`src/rtl/galpal_pkg.sv`:
```
// Shared widths and FSM encoding for the GAL/PAL vector capture block.
`timescale 1ns/1ps
package galpal_pkg;

    localparam int I_W_DEF = 12;
    localparam int O_W_DEF = 10;
    localparam int VEC_W   = I_W_DEF + O_W_DEF;

    typedef enum logic {
        IDLE   = 1'b0,
        SETTLE = 1'b1
    } state_t;

endpackage

```
`src/rtl/galpal_sync_fifo.sv`:
```
// Synchronous FIFO with a registered head word.
// vec_data-style output holds its last value when the FIFO goes empty.
`timescale 1ns/1ps
module galpal_sync_fifo #(
    parameter int WIDTH = 22,
    parameter int DEPTH = 16
) (
    input  logic             clk,
    input  logic             rst,
    input  logic             push,
    input  logic [WIDTH-1:0] din,
    output logic             full,
    input  logic             pop,
    output logic             empty,
    output logic [WIDTH-1:0] dout
);

    localparam int AW = $clog2(DEPTH);

    logic [AW:0]      wr_ptr;
    logic [AW:0]      rd_ptr;
    logic [AW:0]      wr_next;
    logic [AW:0]      rd_next;
    logic             push_ok;
    logic             pop_ok;
    logic [WIDTH-1:0] mem [DEPTH];
    logic [WIDTH-1:0] head;

    assign empty   = (wr_ptr == rd_ptr);
    assign full    = (wr_ptr[AW] != rd_ptr[AW]) && (wr_ptr[AW-1:0] == rd_ptr[AW-1:0]);
    // A push into a full FIFO still lands when the head leaves in the same cycle.
    assign pop_ok  = pop && !empty;
    assign push_ok = push && (!full || pop_ok);
    assign wr_next = wr_ptr + (AW+1)'(push_ok);
    assign rd_next = rd_ptr + (AW+1)'(pop_ok);
    assign dout    = head;

    // Storage array: data only, no reset.
    always_ff @(posedge clk) begin
        if (push_ok) begin
            mem[wr_ptr[AW-1:0]] <= din;
        end
    end

    // Read/write pointers with an extra wrap bit; reset flushes the FIFO.
    always_ff @(posedge clk) begin
        if (rst) begin
            wr_ptr <= '0;
            rd_ptr <= '0;
        end else begin
            wr_ptr <= wr_next;
            rd_ptr <= rd_next;
        end
    end

    // Head register: preloads the next entry, bypassing din when that entry is written now.
    always_ff @(posedge clk) begin
        if (rst) begin
            head <= '0;
        end else if (wr_next != rd_next) begin
            if (push_ok && (wr_ptr[AW-1:0] == rd_next[AW-1:0])) begin
                head <= din;
            end else begin
                head <= mem[rd_next[AW-1:0]];
            end
        end
    end

endmodule

```
`src/rtl/galpal_vec_capture.sv`:
```
// Captures {stimulus, response} vectors from a GAL/PAL under test after a settle delay.
`timescale 1ns/1ps
module galpal_vec_capture
    import galpal_pkg::*;
#(
    parameter int I_W        = I_W_DEF,
    parameter int O_W        = O_W_DEF,
    parameter int SETTLE_CYC = 21,
    parameter int DEPTH      = 16
) (
    input  logic               clk,
    input  logic               rst,
    input  logic               en,
    input  logic [I_W-1:0]     I,
    input  logic [O_W-1:0]     O,
    output logic               vec_valid,
    input  logic               vec_ready,
    output logic [I_W+O_W-1:0] vec_data,
    output logic [15:0]        vec_count,
    output logic               overflow,
    output logic               busy
);

    localparam int TW = (SETTLE_CYC > 1) ? $clog2(SETTLE_CYC) : 1;
    localparam logic [TW-1:0] TLOAD = TW'(SETTLE_CYC - 1);

    logic [I_W-1:0] i_p0;
    logic [I_W-1:0] i_p1;
    logic [I_W-1:0] i_prev;
    logic [O_W-1:0] o_p0;
    logic [O_W-1:0] o_p1;
    logic           change;

    state_t         state;
    state_t         state_next;
    logic [TW-1:0]  timer;
    logic [TW-1:0]  timer_next;
    logic           capture;

    logic           fifo_full;
    logic           fifo_empty;
    logic           pop;

    // Two-flop synchronizers for both pin buses plus the previous-cycle stimulus copy.
    always_ff @(posedge clk) begin
        if (rst) begin
            i_p0   <= '0;
            i_p1   <= '0;
            i_prev <= '0;
            o_p0   <= '0;
            o_p1   <= '0;
        end else begin
            i_p0   <= I;
            i_p1   <= i_p0;
            i_prev <= i_p1;
            o_p0   <= O;
            o_p1   <= o_p0;
        end
    end

    assign change = (i_p1 != i_prev);

    // FSM state and settle timer registers.
    always_ff @(posedge clk) begin
        if (rst) begin
            state <= IDLE;
            timer <= '0;
        end else begin
            state <= state_next;
            timer <= timer_next;
        end
    end

    // Next-state logic: restart the settle window on every change, capture when it expires.
    always_comb begin
        state_next = state;
        timer_next = timer;
        capture    = 1'b0;
        case (state)
            IDLE: begin
                if (en && change) begin
                    state_next = SETTLE;
                    timer_next = TLOAD;
                end
            end
            SETTLE: begin
                if (!en) begin
                    state_next = IDLE;
                    timer_next = '0;
                end else if (change) begin
                    timer_next = TLOAD;
                end else if (timer == '0) begin
                    capture    = 1'b1;
                    state_next = IDLE;
                end else begin
                    timer_next = timer - 1'b1;
                end
            end
            default: begin
                state_next = IDLE;
                timer_next = '0;
            end
        endcase
    end

    assign busy      = (state == SETTLE);
    assign pop       = vec_valid && vec_ready;
    assign vec_valid = !fifo_empty;

    // Capture counter (saturating) and sticky overflow for pushes lost to a full FIFO.
    always_ff @(posedge clk) begin
        if (rst) begin
            vec_count <= '0;
            overflow  <= 1'b0;
        end else if (capture) begin
            if (vec_count != 16'hFFFF) begin
                vec_count <= vec_count + 16'd1;
            end
            if (fifo_full && !pop) begin
                overflow <= 1'b1;
            end
        end
    end

    galpal_sync_fifo #(
        .WIDTH (I_W + O_W),
        .DEPTH (DEPTH)
    ) u_fifo (
        .clk   (clk),
        .rst   (rst),
        .push  (capture),
        .din   ({i_p1, o_p1}),
        .full  (fifo_full),
        .pop   (vec_ready),
        .empty (fifo_empty),
        .dout  (vec_data)
    );

endmodule

```
`config.mk`:
```
export PLATFORM = sky130hd
export DESIGN_NAME = galpal_vec_capture
export DESIGN_NICKNAME = d
export VERILOG_FILES = /design/src/rtl/galpal_pkg.sv /design/src/rtl/galpal_sync_fifo.sv /design/src/rtl/galpal_vec_capture.sv
export SDC_FILE = /design/constraint.sdc
export NUM_CORES = 1
export LEC_CHECK = 0
export ABC_AREA = 1
export BUFFER_PORTS_ARGS = -buffer_cell sky130_fd_sc_hd__buf_2
export CAP_MARGIN = 10
export CORE_UTILIZATION = 50
export DETAILED_ROUTE_END_ITERATION = 7
export MAX_ROUTING_LAYER = met4
export PLACE_DENSITY = 0.67
export RECOVER_POWER = 100
export SLEW_MARGIN = 20
export SYNTH_ARGS = -nofsm -noshare
export SYNTH_HDL_FRONTEND = slang
export SYNTH_SLANG_ARGS = --single-unit
export TNS_END_PERCENT = 10
```
`constraint.sdc`:
```
create_clock -name clk -period 4.6 [get_ports clk]
set_input_delay 0.69 -clock clk [delete_from_list [all_inputs] [get_ports clk]]
set_output_delay 0.69 -clock clk [all_outputs]
set_load 0.01 [all_outputs]
```
Yosys cells after proc, flatten, opt, wreduce, memory -nomap -nowiden
Memory sizes are Yosys's and may differ from the RTL's. A register that Yosys moved wholly into a read port is not among the register bits.
Index checks and enable logic that the tools add are counted.
{"block": "totals", "inputBits": 26, "ff_bits": 89, "wordCells": 54, "mem_bits_rw": 352, "mem_count": 1, "out_inout_bits": 41}
{"block": "classes", "muxes": 16, "n_eq_ne": 8, "addsub": 4, "n_reduce_logical": 13, "bitwise_logic": 1}
{"memory": "u_fifo.mem", "words": 16, "width": 22, "read_ports": 1, "rd_clocked_by_memory_dff": 1, "wr": 1, "line": "galpal_sync_fifo.sv:26", "source": "logic [WIDTH-1:0] mem [DEPTH];"}
{"operator": "$mux 5", "n": 4}
{"operator": "$add 16x1->16 const B", "n": 1}
{"operator": "$ne 16x16->1 const B", "n": 1}
{"operator": "$ne 12x12->1", "n": 1}
{"operator": "$add 5x1->5", "n": 2}
{"operator": "$mux 1", "n": 10}
{"operator": "$pmux 5 s2", "n": 1}
{"operator": "$reduce_and 2->1", "n": 3}
{"operator": "$eq 5x5->1", "n": 1}
{"operator": "$logic_and 1x1->1", "n": 5}
{"operator": "$logic_not 5->1", "n": 1}
{"operator": "$ne 5x5->1", "n": 1}
{"operator": "$sub 5x1->5 const B", "n": 1}
{"operator": "$eq 4x4->1", "n": 1}
{"operator": "$ne 4x4->1 const B", "n": 1}
{"operator": "$logic_not 1->1", "n": 3}
{"operator": "$ne 2x2->1 const B", "n": 1}
{"operator": "$pmux 1 s2", "n": 1}
{"operator": "$logic_or 1x1->1", "n": 1}
{"operator": "$ne 1x1->1", "n": 1}
{"operator": "$not 1->1", "n": 1}

Longest topological paths before layout
Gate-level depths: netlist of the first run.
{"block": "logic_depth", "word_depth": 8, "mapped_depth": 22, "depth_no_buf": 21}

By module
From an unflattened synthesis of the first run, not the netlist that was laid out.
{"block": "unflattened", "hier_cells": 1854, "area_unflattened_um2": 19169.6}
{"mod": "galpal_sync_fifo", "cells_per_inst": 1390, "seq_area_each_um2": 11210.8, "area_each_um2": 15929.0, "instances": 1}
{"mod": "galpal_vec_capture", "cells_per_inst": 464, "seq_area_each_um2": 1581.5, "area_each_um2": 3240.6, "instances": 1}

Least setup slack after synthesis of the first run
OpenSTA, ideal clock, no wires.
{"block": "synth_path", "path_type": "register to register", "startpoint": "register i_p1[7]", "endpoint": "memory u_fifo.mem[0][0], enable pin", "slack_ps": 1659, "arrival_ps": 2540, "setup_ps": 401, "n_path_buf": 0, "period_less_slack_ps": 2941, "stages_incl_launch_ff": 10, "required_ps": 4199, "cell_sequence": "dfxtp_1 > xnor2_1 > nand2_1 > nor2_1 > nand3_1 > nor2_2 > nand2_1 > nor2_1 > nand2_1 > nor2_1"}
{"block": "synth_between", "elab_chain_cells": 7}
{"item": "from (decl)", "line": "galpal_vec_capture.sv:28", "source": "logic [I_W-1:0] i_p1;"}
{"item": "from (signal assigned)", "line": "galpal_vec_capture.sv:54", "source": "i_p1 <= i_p0;"}
{"item": "$ne 12x12->1", "line": "galpal_vec_capture.sv:61", "source": "assign change = (i_p1 != i_prev);"}
{"item": "$mux 1", "line": "galpal_vec_capture.sv:90", "source": "end else if (change) begin"}
{"item": "$mux 1", "line": "galpal_vec_capture.sv:87", "source": "if (!en) begin"}
{"item": "$mux 1", "line": "galpal_vec_capture.sv:79", "source": "case (state)"}
{"item": "$logic_and 1x1->1", "line": "galpal_sync_fifo.sv:33", "source": "assign push_ok = push && (!full || pop_ok);"}
{"item": "$mux 1", "line": "galpal_sync_fifo.sv:40", "source": "if (push_ok) begin"}
{"item": "$mux 1 (not written as such)", "line": "galpal_sync_fifo.sv:41", "source": "mem[wr_ptr[AW-1:0]] <= din;"}
{"item": "to (decl)", "line": "galpal_sync_fifo.sv:26"}
Every way passes these cells.

Worst setup path in the final report of the first run
{"block": "layout_path", "startpoint": "register i_p1[0]", "endpoint": "memory u_fifo.mem[10][2], enable pin"}
The elaborated chain is that of the path after synthesis.

==> results of run 1 <==
[worst max path at each step]
stage                                    to  depth (start not counted)  slack (ns)
6_report        u_fifo.mem[10][2]$_DFFE_PP_                         11        0.67
5_1_grt         u_fifo.dout[2]$_SDFFE_PP0P_                         20        0.39
4_1_cts         u_fifo.dout[2]$_SDFFE_PP0P_                         20        1.09
3_5_place_dp    u_fifo.dout[2]$_SDFFE_PP0P_                         20        1.11
3_3_place_gp   u_fifo.dout[19]$_SDFFE_PP0P_                         20        1.22
2_1_floorplan    u_fifo.mem[0][0]$_DFFE_PP_                          9        1.66
[layout by cell type (no fill, tap or decap), types with 28 or more instances in the layout]
cell	instances
sky130_fd_sc_hd__inv_1	168
sky130_fd_sc_hd__nand4_1	28
sky130_fd_sc_hd__nand3_1	113
sky130_fd_sc_hd__nand2_1	203
sky130_fd_sc_hd__clkbuf_1	62
sky130_fd_sc_hd__o21ai_0	179
sky130_fd_sc_hd__edfxtp_1	352
sky130_fd_sc_hd__o211ai_1	89
sky130_fd_sc_hd__nor2_1	391
sky130_fd_sc_hd__clkbuf_16	51
sky130_fd_sc_hd__dfxtp_1	111
[registers in the layout (all words and copies together), names as in the netlist, 5 cells and up]
register       cells
timer              5
i_p0              12
o_p0              10
vec_count         16
o_p1              10
i_p1              12
u_fifo.mem       352
u_fifo.rd_ptr      5
i_prev            12
u_fifo.wr_ptr      5
u_fifo.dout       22
[report_power, final]
group / total, W / leakage, nW / switching [W] / internal [W]
Sequential: 0.00456 / 4.14 / 0.0000465 / 0.00451
Combinational: 0.000217 / 3.09 / 0.000147 / 0.0000694
Clock: 0.00397 / 0.795 / 0.00158 / 0.00239
[worst max-delay path: cells and delay by family, from the launching register on]
| family | cells | cell delay, ns |
|---|---|---|
| xor+xnor | 1 | 0.19 |
| flops | 1 | 0.30 |
| simple gates | 8 | 1.64 |
| buf+inv | 2 | 1.41 |
[layer usage]
layer / part of all wire / wire length [µm] / track usage
met1: 0.42 / 20200 / 0.357
met4: 0.033 / 1580 / 0.0969
met2: 0.46 / 22400 / 0.409
met3: 0.086 / 4170 / 0.0380
met5: 0 / 0 / -
[area by class of cell]
type / count / area, µm² / area share
tap: 504 / 631 / 0.0295
inverter: 171 / 644 / 0.0301
sequential: 463 / 12800 / 0.599
clock buffer: 70 / 1440 / 0.0673
timing repair buffer: 113 / 621 / 0.0290
multi-input combinational: 1067 / 5050 / 0.236
clock inverter: 18 / 201 / 0.00943
[cell usage after synthesis]
library cell	n
sky130_fd_sc_hd__nor3_1	8
sky130_fd_sc_hd__nand3_1	113
sky130_fd_sc_hd__or2_2	1
sky130_fd_sc_hd__nand4_1	28
sky130_fd_sc_hd__inv_2	1
sky130_fd_sc_hd__a21oi_1	12
sky130_fd_sc_hd__xor2_1	12
sky130_fd_sc_hd__xor2_2	2
sky130_fd_sc_hd__xnor2_1	10
sky130_fd_sc_hd__dfxtp_1	111
sky130_fd_sc_hd__clkbuf_1	70
sky130_fd_sc_hd__ha_1	7
sky130_fd_sc_hd__edfxtp_1	352
sky130_fd_sc_hd__buf_2	16
sky130_fd_sc_hd__nor2_1	398
sky130_fd_sc_hd__nand2_1	203
sky130_fd_sc_hd__a31oi_1	1
sky130_fd_sc_hd__inv_1	169
sky130_fd_sc_hd__o21ai_0	179
sky130_fd_sc_hd__nand3b_1	1
sky130_fd_sc_hd__nor2_2	2
sky130_fd_sc_hd__buf_1	13
sky130_fd_sc_hd__clkinv_1	1
sky130_fd_sc_hd__o211ai_1	89
sky130_fd_sc_hd__or3_1	1
[metrics by stage]
step           worst slack, ns  area [µm²]  power, W  std cells   util
6_report                 0.666       21400   0.00874       2406  0.580
3_5_place_dp              1.11       19900   0.00487       2318  0.540
2_1_floorplan             1.66       18800   0.00477       1800      -
5_1_grt                  0.392       21400   0.00900       2406  0.580
3_3_place_gp              1.22       19900   0.00486       2318  0.540
4_1_cts                   1.09       21500   0.00880       2406  0.584
[logic make-up (layout without fill, tap and decap cells)]
family	Yosys count	count (layout)	share of synthesized area
AOI/OAI and AO/OA	281	281	0.0865
xor gates and xnor gates	24	24	0.0120
adders and majority gates	7	7	0.00465
buffers and inverters	270	372	0.0549
DFF	463	463	0.679
and+or+nand+nor	755	755	0.163
==> metrics.yaml, run 1 <==
place:
  dpl.hpwl_um: 27900
  globalplace.congestion: 0.849
  port_buffer_count: 66
clocking:
  numClockSinks: 463
  insertion_delay_ns: 0.57
  post_cts_buffers: 0
  clock_path_buffers: 3
  cts.htree.levels: 2
  holdBufCountCts: 0
  cts_tree: "yes"
  cts_root_buf: "sky130_fd_sc_hd__clkbuf_16"
  cts-buffers-inserted: 48
  clkTransAtPathRegs_ns: 0.06
  post_cts_resized: 0
global_routing:
  grt_antenna_before_repair: 0
  global_route.overflow_total: 0
  first_global_vias: 12722
  grt_use_total: 0.264
  grt_first_pass_wirelength_um: 74300
  grt_start_max_net_pins: 98
worst_setup_path:
  cpPeakStageDelay_ns: 0.75
  r2r_end: "u_fifo.mem[10][2]$_DFFE_PP_"
  path_cells: "clkbuf_1, xnor2_1, nand2_1, nor2_1, nand3_1, nor2_2, nand2_1, nor2_1, nand2_1, nor2_1, clkbuf_2"
  crit_path_max_fanout: 19
  slowest_stage: "sky130_fd_sc_hd__clkbuf_1"
  r2r_slack_ns: 0.67
  critical_path_arrival_ns: 4.13
  r2r_start: "i_p1[0]$_SDFF_PP0_"
  critPathCaptureType: "flop"
  r2r_cells: 11
  critical_path.startpoint_type: "flop"
  criticalPathCategory: "reg -> reg"
  worst_setup_path_startpoint: "i_p1[0]$_SDFF_PP0_"
  worst_ep_required_time_ns: 4.79
detailed_routing:
  postRouteAntennaNets: 0
  dr_total_vias: 13214
  postRouteWirelength_um: 48300
  drc: 0
  drt_first_iter_violations: 1495
  route.detailed.vias_per_inst: 5.49
  drt_pass1_iterations: 6
  wire_per_inst_um: 20.1
sta:
  fmax_mhz: 254
  setup-tns-final_ns: 0
  report.final.slew_viol_count: 115
  period_share: 0.855
  finalHoldViolations: 0
  grt_setup_unrepaired: "no"
  timing.final.setup_violations: 0
  fin_worst_hold_slack_ns: 0.321
  final_min_period_ns: 3.93
  worst_pin_slew_ns: 2.10
  slew_headroom: -0.403
  skew_ns: 0.0184
floorplan:
  floorplan.initialDensity: 0.511
  dieArea_mm2: 0.0385
  die_height_um: 196
  std_cell_rows: 70
  die-width_um: 196
  core_region_area_mm2: 0.0369
  ios: 67
final_layout:
  area_overhead_vs_synth_pct: 13.5
  filler_instances: 3085
  layout.nets: 1897
  drive_above_1_share: 0.0804
  num_antenna_cells: 0
worst_hold_path:
  min_delay_worst_endpoint: "i_p0[9]$_SDFF_PP0_"
  hp-start: "I[9]"
  holdPathStages: 3
  holdCritPathClass: "in -> reg"
power_and_ir_drop:
  power.density_mw_per_mm2: 409
  leak_pwr_nw: 8.03
  power.ir.vdd_worst_mv: 0.319
yosys:
  synth_largest_area_cell: "sky130_fd_sc_hd__edfxtp_1"
  netlist.area_leader.share: 0.561
  synth.cell_area_mm2: 0.0188
  synth_cell_type_count: 25
  syn_nets: 1833
  post_synth_inst_count: 1800
  ys_seq_elements: 463
  yosys_warnings: 0
  syn_area_per_cell_um2: 10.5
  synth_sequential_area_ratio: 0.679
  post_synth_main_area_contributors: "sky130_fd_sc_hd__edfxtp_1, sky130_fd_sc_hd__dfxtp_1, sky130_fd_sc_hd__nor2_1"
run_status:
  violations: "capacitance limit, slew limit"
  status: "finished, violations left"
run:
  max_cap_violations: 3
Note: power is estimated with default switching activity, not from simulation.
==> run 2: changes to the inputs <==
--- a/config.mk
+++ b/config.mk
@@ -5,7 +5,7 @@
 export SDC_FILE = /design/constraint.sdc
 export NUM_CORES = 1
 export LEC_CHECK = 0
-export ABC_AREA = 1
+export ABC_AREA = 0
 export BUFFER_PORTS_ARGS = -buffer_cell sky130_fd_sc_hd__buf_2
 export CAP_MARGIN = 10
 export CORE_UTILIZATION = 50
==> metrics.yaml, run 2 <==
run:
  max_cap_violations: 5  # +2
worst_setup_path:
  slowest_stage: "sky130_fd_sc_hd__xor2_2"
  cp_num_buf_inv: 2  # unchanged
  r2r_cells: 14  # +3
  cp_common_cell: "sky130_fd_sc_hd__nand2_1"
  r2r_end: "u_fifo.dout[14]$_SDFFE_PP0P_"
  worst_ep_required_time_ns: 4.82  # +0.03 ns
  crit_path_max_fanout: 36  # +17
  path_cells: "xnor2_1, nand4_1, inv_1, nand2_1, and2_0, ha_1, ha_4, xor2_2, buf_4, mux4_2, mux2i_1, a21oi_1, nand2_1, a311oi_2"
  criticalPathCategory: "reg -> reg"
  critPathCaptureType: "flop"
  cpPeakStageDelay_ns: 0.66  # -0.09 ns
  r2r_slack_ns: 0.49  # -0.18 ns
  critical_path.startpoint_type: "flop"
  critical_path_arrival_ns: 4.33  # +0.20 ns
  r2r_start: "u_fifo.wr_ptr[3]$_SDFF_PP0_"
  critical_path.top_delay_family: "XOR/XNOR gates"
final_layout:
  num_antenna_cells: 0  # unchanged
  layout_commonest_cell: "sky130_fd_sc_hd__edfxtp_1"
  multi_input_comb_area_mm2: 0.00483  # -4.3%
  layout_common_cells: "sky130_fd_sc_hd__edfxtp_1, sky130_fd_sc_hd__dfxtp_1, sky130_fd_sc_hd__mux4_2, sky130_fd_sc_hd__nor2b_1, sky130_fd_sc_hd__clkbuf_1"
  flip_flop_count_of_the_largest_register_after_layout: 352  # unchanged
  drive_above_1_share: 0.202  # +0.122
  layout.nets: 1169  # -38%
  area.sequential_mm2: 0.0128  # unchanged
  area_overhead_vs_synth_pct: 13.5  # about the same
  filler_instances: 2732  # -11%
clocking:
  clock_path_buffers: 3  # unchanged
  insertion_delay_ns: 0.55  # -0.02 ns
  post_cts_resized: 0  # unchanged
  numClockSinks: 463  # unchanged
  holdBufCountCts: 0  # unchanged
  cts_root_buf: "sky130_fd_sc_hd__clkbuf_16"
  cts_tree: "yes"
  clkTransAtPathRegs_ns: 0.06  # about the same
  cts-buffers-inserted: 47  # -2.1%
  post_cts_buffers: 0  # unchanged
  cts.htree.levels: 2  # unchanged
worst_hold_path:
  holdPathStages: 2  # -1
  min_delay_worst_endpoint: "o_p0[2]$_SDFF_PP0_"
  holdCritPathClass: "in -> reg"
  hp-start: "O[2]"
floorplan:
  core_region_area_mm2: 0.0355  # -3.8%
  ios: 67  # unchanged
  dieArea_mm2: 0.0367  # -4.6%
  std_cell_rows: 69  # -1.4%
  die-width_um: 192  # -2.3%
  floorplan.initialDensity: 0.506  # -0.00474
  die_height_um: 192  # -2.3%
global_routing:
  met3_track_demand_over_resource: 0.0319  # -0.00605
  first_global_vias: 9172  # -28%
  grt_busiest_layer: "met2"
  grt_antenna_before_repair: 0  # unchanged
  gr-usage-met2: 0.345  # -0.0634
  global_route.usage.met1: 0.300  # -0.0571
  global_route.overflow_total: 0  # unchanged
  grt_start_max_net_pins: 83  # -15%
  grt_use_total: 0.218  # -0.0465
  grt_first_pass_wirelength_um: 56500  # -24%
detailed_routing:
  postRouteAntennaNets: 0  # unchanged
  wire_per_inst_um: 23.2  # +15%
  drt_pass1_iterations: 4  # -2
  dr_total_vias: 9309  # -30%
  drc: 0  # unchanged
  route.detailed.vias_per_inst: 5.70  # +3.7%
  drt_first_iter_violations: 809  # -46%
  postRouteWirelength_um: 37900  # -22%
run_status:
  status: "finished, violations left"
  violations: "capacitance limit, slew limit"
sta:
  worst_pin_slew_ns: 4.09  # +1.99 ns
  skew_ns: 0.0190  # +0.000592 ns
  fin_worst_hold_slack_ns: 0.347  # +0.0258 ns
  setup-tns-final_ns: 0  # unchanged
  grt_setup_unrepaired: "no"
  timing.final.setup_violations: 0  # unchanged
  finalHoldViolations: 0  # unchanged
  period_share: 0.894  # +0.0389
  slew_headroom: -1.73  # -1.33
  final_min_period_ns: 4.11  # +0.179 ns
  fmax_mhz: 243  # -4.4%
  report.final.slew_viol_count: 158  # +37%
yosys:
  post_synth_edffs: 352  # unchanged
  ys_seq_elements: 463  # unchanged
  post_synthesis_xor_xnor_area_fraction: 0.0189  # +0.00692
  netlist.area_leader.share: 0.589  # +0.0274
  yosys_warnings: 0  # unchanged
  synth-compound-area-share: 0.0359  # -0.0506
  synth_cell_type_count: 50  # +100%
  top_post_synthesis_cells_by_count: "sky130_fd_sc_hd__edfxtp_1, sky130_fd_sc_hd__dfxtp_1, sky130_fd_sc_hd__mux4_2, sky130_fd_sc_hd__nor2b_1, sky130_fd_sc_hd__nand2_1"
  synth_simple_gate_area_share: 0.0729  # -0.0901
  post_synth_mux_area_share: 0.137  # +0.137
  yosys.area_share.adder: 0.00488  # +0.000227
  synth_sequential_area_ratio: 0.712  # +0.0332
  synth_ff_type: "sky130_fd_sc_hd__edfxtp_1"
  synth.most_common_cell: "sky130_fd_sc_hd__edfxtp_1"
  post_synth_main_area_contributors: "sky130_fd_sc_hd__edfxtp_1, sky130_fd_sc_hd__dfxtp_1, sky130_fd_sc_hd__mux4_2"
  synthArstFlopShare: 0  # unchanged
  synth.cell_area_mm2: 0.0180  # -4.7%
  synth_largest_area_cell: "sky130_fd_sc_hd__edfxtp_1"
  post_synth_inst_count: 1028  # -43%
  syn_area_per_cell_um2: 17.5  # +67%
  synth_top_family_by_area: "multiplexers"
  syn_nets: 1061  # -42%
place:
  dpl.hpwl_um: 21100  # -24%
  port_buffer_count: 66  # unchanged
  globalplace.congestion: 0.840  # -1.1%
power_and_ir_drop:
  power.ir.vdd_worst_mv: 0.274  # -14%
  leak_pwr_nw: 6.56  # -18%
  power.density_mw_per_mm2: 415  # +1.5%
==> run 2: power by group <==
group	switching (W)	leakage [nW]	internal [W]	total, W
logic	0.000126	1.76	0.0000946	0.000221
registers	0.0000347	4.06	0.00451	0.00455
clock network	0.00152	0.736	0.00218	0.00369
total	0.00168	6.56	0.00679	0.00846
==> run 2: worst reg2reg max path, delay by kind of cell (launching register included) <==
family	cells	cell delay, ns
compound gates	2	0.21
xor+xnor	2	0.89
simple gates	4	0.54
flops	1	0.57
mux	2	0.55
fa+ha+maj	2	0.41
buf+inv	2	0.63
==> run 2: logic make-up after synthesis <==
logic type	after synthesis
DFF	463
AOI/OAI and AO/OA	80
muxes	136
adders and majority gates	7
buffers and inverters	62
and+or+nand+nor	243
xor gates and xnor gates	37
==> run 2: how the worst max path moves through the flow <==
stage | startpoint | slack (ns) | endpoint | cells past startpoint
5_1_grt | timer[0]$_SDFFE_PP0P_ | 0.24 | u_fifo.dout[0]$_SDFFE_PP0P_ | 15
3_5_place_dp | u_fifo.wr_ptr[3]$_SDFF_PP0_ | 0.90 | u_fifo.dout[11]$_SDFFE_PP0P_ | 14
6_report | u_fifo.wr_ptr[3]$_SDFF_PP0_ | 0.49 | u_fifo.dout[14]$_SDFFE_PP0P_ | 14
3_3_place_gp | u_fifo.wr_ptr[1]$_SDFF_PP0_ | 0.96 | u_fifo.dout[14]$_SDFFE_PP0P_ | 14
4_1_cts | u_fifo.wr_ptr[3]$_SDFF_PP0_ | 0.86 | u_fifo.dout[15]$_SDFFE_PP0P_ | 14
2_1_floorplan | i_p1[3]$_SDFF_PP0_ | 0.32 | u_fifo.mem[1][0]$_DFFE_PP_ | 7
==> run 2: layout make-up <==
cell class,count,area share
flip-flops and latches,463,0.627
repair buffers,112,0.0314
inverters,9,0.00166
well taps,461,0.0283
multi-input cells,503,0.237
clock buffers,68,0.0673
clock inverters,18,0.00706
==> run 2: stage by stage <==
stage,instance area [µm²],total power [W],instances,setup WS [ns],utilization
finish,20400,0.00846,1634,0.487,0.575
global route,20400,0.00873,1634,0.245,0.575
CTS,20700,0.00854,1634,0.864,0.583
detailed placement,19200,0.00487,1548,0.896,0.540
global placement,19200,0.00486,1548,0.965,0.540
floorplan,18000,0.00478,1028,0.323,-
==> run 2: routing by layer <==
layer / part of all wire / wire length [µm]
met5: 0 / 0
met4: 0.014 / 535
met3: 0.044 / 1680
met2: 0.49 / 18700
met1: 0.45 / 16900
==> run 3: changes to the inputs <==
--- a/config.mk
+++ b/config.mk
@@ -10,6 +10,7 @@
 export CAP_MARGIN = 10
 export CORE_UTILIZATION = 50
 export DETAILED_ROUTE_END_ITERATION = 7
+export GPL_TIMING_DRIVEN = 0
 export MAX_ROUTING_LAYER = met4
 export PLACE_DENSITY = 0.67
 export RECOVER_POWER = 100
==> metrics.yaml, run 3 (same netlist as run 2, synthesis figures left out) <==
global_routing:
  grt_first_pass_wirelength_um: 60500  # +7.2%
  grt_start_max_net_pins: 20  # -76%
  first_global_vias: 9766  # +6.5%
  grt_antenna_before_repair: 0  # unchanged
  global_route.overflow_total: 0  # unchanged
  grt_use_total: 0.235  # +0.0178
final_layout:
  num_antenna_cells: 0  # unchanged
  flip_flop_count_of_the_largest_register_after_layout: 352  # unchanged
  area_overhead_vs_synth_pct: 13.3
  layout_common_cells: "sky130_fd_sc_hd__edfxtp_1, sky130_fd_sc_hd__clkbuf_1, sky130_fd_sc_hd__dfxtp_1, sky130_fd_sc_hd__mux4_2, sky130_fd_sc_hd__nor2b_1"
  final_area_mm2: 0.0204  # -0.17%
  drive_above_1_share: 0.190  # -0.0125
  fin_cells: 1690  # +3.4%
  layout.nets: 1226  # +4.9%
  final_util: 0.574  # -0.000952
  layout_commonest_cell: "sky130_fd_sc_hd__edfxtp_1"
worst_setup_path:
  worst_ep_required_time_ns: 5.07  # +0.25 ns
  worst_setup_path_startpoint: "u_fifo.wr_ptr[0]$_SDFF_PP0_"
  slowest_stage: "sky130_fd_sc_hd__clkbuf_1"
  crit_path_max_fanout: 10  # -72%
  critPathCaptureType: "flop"
  cpPeakStageDelay_ns: 0.68  # +0.02 ns
  r2r_slack_ns: 0.34  # -0.15 ns
  r2r_end: "u_fifo.dout[16]$_SDFFE_PP0P_"
  path_cells: "buf_2, xnor2_1, nand4_1, inv_1, nand2_1, and2_0, ha_1, ha_1, buf_4, clkbuf_2, clkbuf_2, clkbuf_1, mux2i_1, a21oi_1, nand2_1, a311oi_1"
  critical_path.startpoint_type: "flop"
  timing.critical_path.to: "u_fifo.dout[16]$_SDFFE_PP0P_"
  r2r_cells: 16  # +2
  r2r_start: "u_fifo.wr_ptr[0]$_SDFF_PP0_"
  criticalPathCategory: "reg -> reg"
  critical_path_arrival_ns: 4.73  # +0.40 ns
detailed_routing:
  route.detailed.vias_per_inst: 5.73  # +0.60%
  drt_pass1_iterations: 5  # +1
  drt_first_iter_violations: 775  # -4.2%
  drc: 0  # unchanged
  dr_total_vias: 9686  # +4.0%
  wire_per_inst_um: 23.9  # +3.2%
  postRouteWirelength_um: 40400  # +6.7%
  postRouteAntennaNets: 0  # unchanged
clocking:
  clkTransAtPathRegs_ns: 0.06  # about the same
  clock_path_buffers: 3  # unchanged
  numClockSinks: 463  # unchanged
  insertion_delay_ns: 0.56  # about the same
  post_cts_resized: 0  # unchanged
  cts_root_buf: "sky130_fd_sc_hd__clkbuf_16"
  cts.htree.levels: 2  # unchanged
  holdBufCountCts: 0  # unchanged
  cts_tree: "yes"
  post_cts_buffers: 0  # unchanged
  cts-buffers-inserted: 46  # -2.1%
floorplan:
  ios: 67  # unchanged
  die-width_um: 192  # unchanged
  dieArea_mm2: 0.0367  # unchanged
  floorplan.initialDensity: 0.506  # unchanged
  core_region_area_mm2: 0.0355  # unchanged
  die_height_um: 192  # unchanged
  std_cell_rows: 69  # unchanged
power_and_ir_drop:
  leak_pwr_nw: 6.61  # +0.80%
  power.ir.vdd_worst_mv: 0.300  # +9.5%
  power.density_mw_per_mm2: 404  # -2.6%
place:
  dpl_cell_area_mm2: 0.0194  # +1.2%
  dp_cells: 1606  # +3.7%
  globalplace.congestion: 0.844  # +0.48%
  port_buffer_count: 65  # -1.5%
  dpl.hpwl_um: 27400  # +30%
sta:
  report.final.slew_viol_count: 0  # -100%
  timing.final.setup_violations: 0  # unchanged
  period_share: 0.926  # +0.0317
  fin_worst_hold_slack_ns: 0.338  # -0.00856 ns
  worst_pin_slew_ns: 1.36  # -2.73 ns
  slew_headroom: 0.0856  # +1.81
  skew_ns: 0.0220  # +0.00303 ns
  fmax_mhz: 235  # -3.4%
  grt_setup_unrepaired: "no"
  finalHoldViolations: 0  # unchanged
  final_min_period_ns: 4.26  # +0.146 ns
run_status:
  status: "finished clean"
worst_hold_path:
  holdCritPathClass: "in -> reg"
  holdPathStages: 2  # unchanged
run:
  max_cap_violations: 0  # -5
run 3: worst min path at each step:
stage / from / endpoint / slack [ns]
after detailed placement: i_p0[4]$_SDFF_PP0_ / i_p1[4]$_SDFF_PP0_ / 0.42
after global placement: i_p0[10]$_SDFF_PP0_ / i_p1[10]$_SDFF_PP0_ / 0.42
final: I[7] / i_p0[7]$_SDFF_PP0_ / 0.34
after CTS: I[10] / i_p0[10]$_SDFF_PP0_ / 0.33
after floorplan: i_p0[0]$_SDFF_PP0_ / i_p1[0]$_SDFF_PP0_ / 0.41
after global routing: I[8] / i_p0[8]$_SDFF_PP0_ / 0.34
run 3: layout make-up:
class	count	area, µm²
buffer	53	283
clock buffer	74	1290
clock inverter	10	71.3
fill	2758	15100
inverter	9	33.8
multi-input combinational	503	4780
sequential	463	12800
tap	461	577
timing repair buffer	117	526
run 3: layer usage:
metal | vias up | global-route usage | part of all wire
met5 | - | - | 0
met4 | 0 | 0.0864 | 0.029
met3 | 82 | 0.0340 | 0.050
met2 | 273 | 0.383 | 0.51
met1 | 4994 | 0.302 | 0.41
li1 | 4337 | - | -
run 3: power by group:
group	internal (W)	switching, W	leakage [nW]
logic	0.0000891	0.000111	1.89
clock network	0.00197	0.00148	0.659
registers	0.00451	0.0000587	4.06
total	0.00657	0.00165	6.61
run 3: metrics by stage:
step / TNS (ns) / setup WS, ns / total power (W)
6_report: 0 / 0.341 / 0.00823
5_1_grt: 0 / 0.0191 / 0.00846
4_1_cts: 0 / 0.421 / 0.00829
3_5_place_dp: 0 / 0.444 / 0.00487
3_3_place_gp: -553.33 / -2.83 / 0.00486
2_1_floorplan: 0 / 0.323 / 0.00478
run 3: worst max-delay path, delay by kind of cell (launching register included):
family / cells / cell delay, ns
mux: 1 / 0.23
simple gates: 4 / 0.47
compound gates: 2 / 0.44
buf+inv: 6 / 2.02
flops: 1 / 0.38
fa+ha+maj: 2 / 0.47
xor+xnor: 1 / 0.14
